--- src/rtl/hdmi_pattern_src.sv ---
// 640x480@60 style raster generator with selectable RGB test patterns.
// Counters advance only while running; every output is decoded from (h,v) and registered one cycle later.
`timescale 1ns/1ps
module hdmi_pattern_src #(
  parameter int unsigned H_ACTIVE      = 640,
  parameter int unsigned H_FP          = 16,
  parameter int unsigned H_SYNC        = 96,
  parameter int unsigned H_BP          = 48,
  parameter int unsigned V_ACTIVE      = 480,
  parameter int unsigned V_FP          = 10,
  parameter int unsigned V_SYNC        = 2,
  parameter int unsigned V_BP          = 33,
  parameter bit          VS_ACTIVE_LOW = 1'b1,
  parameter bit          HS_ACTIVE_LOW = 1'b1
) (
  input  logic        hdmi_clk,
  input  logic        rst,
  input  logic        en,
  input  logic [1:0]  pat_sel,
  input  logic [23:0] solid_rgb,
  output logic        hdmi_vs,
  output logic        hdmi_hs,
  output logic        hdmi_de,
  output logic [31:0] hdmi_data,
  output logic        frame_start,
  output logic [7:0]  frame_cnt
);

  localparam int unsigned CW      = 12;
  localparam int unsigned H_TOTAL = H_ACTIVE + H_FP + H_SYNC + H_BP;
  localparam int unsigned V_TOTAL = V_ACTIVE + V_FP + V_SYNC + V_BP;
  localparam int unsigned BAR_W   = H_ACTIVE / 8;

  localparam logic [CW-1:0] H_LAST = CW'(H_TOTAL - 1);
  localparam logic [CW-1:0] V_LAST = CW'(V_TOTAL - 1);
  localparam logic [CW-1:0] H_ACT  = CW'(H_ACTIVE);
  localparam logic [CW-1:0] V_ACT  = CW'(V_ACTIVE);
  localparam logic [CW-1:0] HS_BEG = CW'(H_ACTIVE + H_FP);
  localparam logic [CW-1:0] HS_END = CW'(H_ACTIVE + H_FP + H_SYNC);
  localparam logic [CW-1:0] VS_BEG = CW'(V_ACTIVE + V_FP);
  localparam logic [CW-1:0] VS_END = CW'(V_ACTIVE + V_FP + V_SYNC);

  typedef enum logic {IDLE, RUN} state_t;

  state_t        state;
  logic [CW-1:0] h_cnt;
  logic [CW-1:0] v_cnt;
  logic [1:0]    pat_q;
  logic [23:0]   solid_q;

  logic          at_origin_c;
  logic          de_c;
  logic          hs_act_c;
  logic          vs_act_c;
  logic [1:0]    pat_c;
  logic [23:0]   solid_c;
  logic [2:0]    bar_idx_c;
  logic [23:0]   bar_rgb_c;
  logic [23:0]   rgb_c;

  // Pixel decode for the current counter position; pattern selection is taken live at (0,0).
  always_comb begin
    at_origin_c = (h_cnt == '0) && (v_cnt == '0);
    de_c        = (h_cnt < H_ACT) && (v_cnt < V_ACT);
    hs_act_c    = (h_cnt >= HS_BEG) && (h_cnt < HS_END);
    vs_act_c    = (v_cnt >= VS_BEG) && (v_cnt < VS_END);
    pat_c       = at_origin_c ? pat_sel : pat_q;
    solid_c     = at_origin_c ? solid_rgb : solid_q;
    bar_idx_c   = '0;
    for (int unsigned k = 1; k < 8; k++) begin
      if (h_cnt >= CW'(k * BAR_W)) bar_idx_c = 3'(k);
    end
    case (bar_idx_c)
      3'd0:    bar_rgb_c = 24'hFFFFFF;
      3'd1:    bar_rgb_c = 24'hFFFF00;
      3'd2:    bar_rgb_c = 24'h00FFFF;
      3'd3:    bar_rgb_c = 24'h00FF00;
      3'd4:    bar_rgb_c = 24'hFF00FF;
      3'd5:    bar_rgb_c = 24'hFF0000;
      3'd6:    bar_rgb_c = 24'h0000FF;
      default: bar_rgb_c = 24'h000000;
    endcase
    case (pat_c)
      2'd0:    rgb_c = bar_rgb_c;
      2'd1:    rgb_c = {3{h_cnt[9:2]}};
      2'd2:    rgb_c = (h_cnt[5] ^ v_cnt[5]) ? 24'hFFFFFF : 24'h000000;
      default: rgb_c = solid_c;
    endcase
  end

  always_ff @(posedge hdmi_clk) begin
    if (rst) begin
      state       <= IDLE;
      h_cnt       <= '0;
      v_cnt       <= '0;
      pat_q       <= '0;
      solid_q     <= '0;
      hdmi_de     <= 1'b0;
      hdmi_data   <= '0;
      hdmi_vs     <= VS_ACTIVE_LOW;
      hdmi_hs     <= HS_ACTIVE_LOW;
      frame_start <= 1'b0;
      frame_cnt   <= '0;
    end else begin
      case (state)
        IDLE: begin
          h_cnt       <= '0;
          v_cnt       <= '0;
          hdmi_de     <= 1'b0;
          hdmi_data   <= '0;
          hdmi_vs     <= VS_ACTIVE_LOW;
          hdmi_hs     <= HS_ACTIVE_LOW;
          frame_start <= 1'b0;
          if (en) state <= RUN;
        end
        RUN: begin
          hdmi_de     <= de_c;
          hdmi_data   <= de_c ? {8'h00, rgb_c} : '0;
          hdmi_hs     <= hs_act_c ^ HS_ACTIVE_LOW;
          hdmi_vs     <= vs_act_c ^ VS_ACTIVE_LOW;
          frame_start <= at_origin_c;
          if (at_origin_c) begin
            pat_q   <= pat_sel;
            solid_q <= solid_rgb;
          end
          // Stopping is only honoured at the frame wrap so frames are never truncated by en.
          if (h_cnt == H_LAST) begin
            h_cnt <= '0;
            if (v_cnt == V_LAST) begin
              v_cnt     <= '0;
              frame_cnt <= frame_cnt + 8'd1;
              if (!en) state <= IDLE;
            end else begin
              v_cnt <= v_cnt + CW'(1);
            end
          end else begin
            h_cnt <= h_cnt + CW'(1);
          end
        end
        default: state <= IDLE;
      endcase
    end
  end

endmodule

--- config.mk ---
export PLATFORM = sky130hd
export DESIGN_NAME = hdmi_pattern_src
export DESIGN_NICKNAME = d
export VERILOG_FILES = /design/src/rtl/hdmi_pattern_src.sv
export SDC_FILE = /design/constraint.sdc
export NUM_CORES = 1
export LEC_CHECK = 0
export BUFFER_PORTS_ARGS = -buffer_cell sky130_fd_sc_hd__buf_2
export CORE_ASPECT_RATIO = 2
export CORE_MARGIN = 5
export CORE_UTILIZATION = 30
export CTS_BUF_LIST = sky130_fd_sc_hd__clkbuf_2
export DETAILED_ROUTE_END_ITERATION = 7
export GPL_TIMING_DRIVEN = 0
export RECOVER_POWER = 25
export SLEW_MARGIN = 20
export SYNTH_ARGS = -nofsm -noshare
export SYNTH_HDL_FRONTEND = slang
export SYNTH_SLANG_ARGS = --single-unit
export TNS_END_PERCENT = 30
--- constraint.sdc ---
create_clock -name hdmi_clk -period 2.3 [get_ports hdmi_clk]
set_input_delay 0.23 -clock hdmi_clk [delete_from_list [all_inputs] [get_ports hdmi_clk]]
set_output_delay 0.23 -clock hdmi_clk [all_outputs]
set_load 0.03 [all_outputs]
==> impl_results.md <==
* Register area at 0.00177 mm^2
* Slew margin rel. at 0.642
* EDFF count, synth at 0
* Die W at 91.7 um
* Tightest Hold Check Type: in -> reg
* Warnings, synthesis at 0
* Sequential fraction of the synthesis area at 0.435
* CTS H-tree depth at 3
* Final worst-path cycle share at 0.960
* Post-synthesis adder-cell area fraction at 0.0156
* CTS Buffer Depth at 2
* Fin. max-slew vios at 0
* R2R depth at 10
* Unique masters post-synth at 43
* Pre-CTS setup slack at -0.233 ns
* NumNets Final at roughly 610
* Layout cells sized above 1 at 0.311
* Vias in the first global route at 3699
* Final Wtd Congestion at a little under 0.9
* Initial antenna violation count at 1
* Synth top area share at 0.435
* GRT Total Usage at 0.146
* CP required at around 2.8 ns
* DRC at 0
* Std cell rows at 59
* # IOs at 73
* Critical Path End Type: flip-flop
* Root Buffer: clkbuf_2
* Critical Path AT at 2.65 ns
* R2R setup slack at 0.09 ns
* Most frequent cells in the layout: buf_2 (71), dfxtp_1 (71), nand2_1 (69), a21oi_1 (36), nor2_1 (31)
* Status: completed
* Final ANT Viol Nets at 0
* Max-Cap Viols at 0
* Largest family of logic cells by synthesized area: simple AND/OR/NAND/NOR gates
* CTS sink count at between 80 and 90
* Syn avg cell area at 8.67 um^2
* Initial core utilization at 0.307
* Setup tns final at 0 ns
* Largest net degree at the start of global routing at 17
* Synth Area in Compound Gates at 0.143
* DIE HEIGHT at about 170 um
* Worst setup margin at roughly 0.092 ns
* Critical R2R Launch: v_cnt[0]
* VDD IR max at 0.000274 V
* Synth Area in Simple Gates at 0.236
* Area of the multi-input gates at 0.00243 mm^2
* WL final at 11900 um
* Top post-synthesis cells by area: dfxtp_1 (43%), mux2i_1 (6.7%), nand2_1 (6.7%)
* Fmax at around 450 MHz
* Hold Vio Cnt, Final at 0
* Routed vias/inst at 5.14
* Initial DRC count at 145
* Worst setup SP type: flip-flop
* Final setup fails at 0
* Flops & latches, synth at 87
* Mapped Cells at 462
* XOR/XNOR Fraction of Synth Area at 0.0459
* RSZ-0062 raised after global routing: yes
* Post-synthesis instance area at 0.00401 mm^2
* Via count at 3793
* Crit-path max FO at 10
* Total grt overflow at 0
* Mux contribution to synthesized area at 0.0702
* PD cells at between 500 and 600 mW/mm^2
* Fraction of registers with async set/reset at 0
* Layout area overhead at 35.2%
* Synth area leader: dfxtp_1
* Avg WL per Cell at around 16 um
* Worst setup path end: hdmi_data[13]
* Layout fillers at 1308
* Core Area at approximately 0.013 mm^2
* Die area at approximately 0.016 mm^2
* CTS tree: built
* Setup crit start: v_cnt[0]
* Post-synth top flop: dfxtp_1
* CP Class: reg -> reg
* Final period demand of the worst path at 2.21 ns
* Worst Clk Skew at 0.0296 ns
* Worst-margin pin slew at between 0.5 and 0.6 ns
* Clock transition at path regs at 0.25 ns
* HPWL Detailed at 9050 um
* Worst-skew pair later-pin latency at about 0.55 ns
* First-pass GRT wire length at between 15000 and 20000 um
* Capturing point of the worst reg2reg path: hdmi_data[13]
* Leak Pwr at approximately 0.0023 uW
* CTS Buf Count at 9
* I/O Buffers at 64
* DRT Pass-1 Iters at 4
logic make-up (layout without fill, tap and decap cells):
kind of cell,after synthesis,after routing
XOR/XNOR,21,21
adder cells (fa/ha/maj),5,5
AO/OA/AOI/OAI,87,87
multiplexers,28,28
flip-flops,87,87
AND/OR/NAND/NOR,190,190
other,1,9
buffers and inverters,43,159
cells in the mapped netlist (2+ instances only):
library cell  number
xor2_1            12
nand4_1            6
nand2_1           71
a221oi_1          25
nor2b_1            2
o211ai_1           7
a21o_1             2
buf_2             10
o21ai_0            7
nor4b_1            2
nor3_1            10
and2_1            11
a21oi_1           36
nor4_1             3
a31oi_1            4
a311oi_1           2
mux2i_1           27
nand3_1           19
nor2_1            31
clkbuf_1          14
ha_1               5
and3_1             8
and4_1             4
dfxtp_1           87
inv_1              8
or3_1              3
buf_4             11
nand2b_1          11
xnor2_1            9
or2_2              2
report_power, final:
group	internal [uW]	switching, uW
combinational	200	306
sequential	1560	25.4
clock	267	564
total	2030	896
stage by stage:
step                area (um^2)  total power, uW  hold slack [ns]   util  std cells
floorplan                  4030             1870            0.347      -        469
global placement           4540             1990            0.437  0.348        685
detailed placement         4540             2000            0.445  0.348        685
CTS                        5050             2880           0.0815  0.387        731
global route               5420             3060            0.121  0.415        738
finish                     5420             2920            0.147  0.415        738
registers in the layout, indices dropped and copies added (netlist names):
register / cells
hdmi_hs: 1
frame_cnt: 8
frame_start: 1
state: 1
hdmi_de: 1
hdmi_vs: 1
pat_q: 2
h_cnt: 12
hdmi_data: 24
solid_q: 24
v_cnt: 12
worst max-delay path: stages (launching register included):
cell	delay [ns]
dfxtp_2	0.41
inv_1	0.06
ha_1	0.15
nor2b_2	0.17
nand2_1	0.12
or3_1	0.37
buf_2	0.18
nand3_2	0.10
nand2_4	0.08
buf_6	0.16
a221oi_1	0.30
area by class of cell:
type                    count  share of cell area
inverters                   8             0.00554
multi-input cells         339               0.448
flip-flops and latches     87               0.326
clock inverters             7              0.0148
plain buffers              35              0.0406
well taps                 152              0.0351
clock buffers               9             0.00831
diodes                      1            0.000462
repair buffers            100               0.121
layer usage:
| metal | global-route usage | share of wire | vias up |
|---|---|---|---|
| met1 | 0.141 | 0.36 | 1782 |
| met5 | 0 | 0 | - |
| met4 | 0.0738 | 0.053 | 0 |
| met3 | 0.0291 | 0.042 | 43 |
| li1 | - | - | 1858 |
| met2 | 0.283 | 0.55 | 110 |
worst min path at each step:
| stage | cells past startpoint | slack (ns) | from | to |
|---|---|---|---|---|
| 4_1_cts | 3 | 0.08 | rst | v_cnt[7] |
| 6_report | 3 | 0.15 | rst | v_cnt[7] |
| 5_1_grt | 3 | 0.12 | rst | v_cnt[3] |
| 3_5_place_dp | 2 | 0.45 | solid_q[0] | solid_q[0] |
| 3_3_place_gp | 2 | 0.44 | solid_q[16] | solid_q[16] |
| 2_1_floorplan | 2 | 0.35 | en | state |
what timing repair did:
action,in CTS,in global routing
gates cloned,0,1
buffers inserted,3,5
pin swaps,1,5
hold endpoints to repair,29,0
endpoints found under the setup margin,51,48
resized for setup,19,81
hold buffers,27,0
Power figures use the tool's default switching activity.
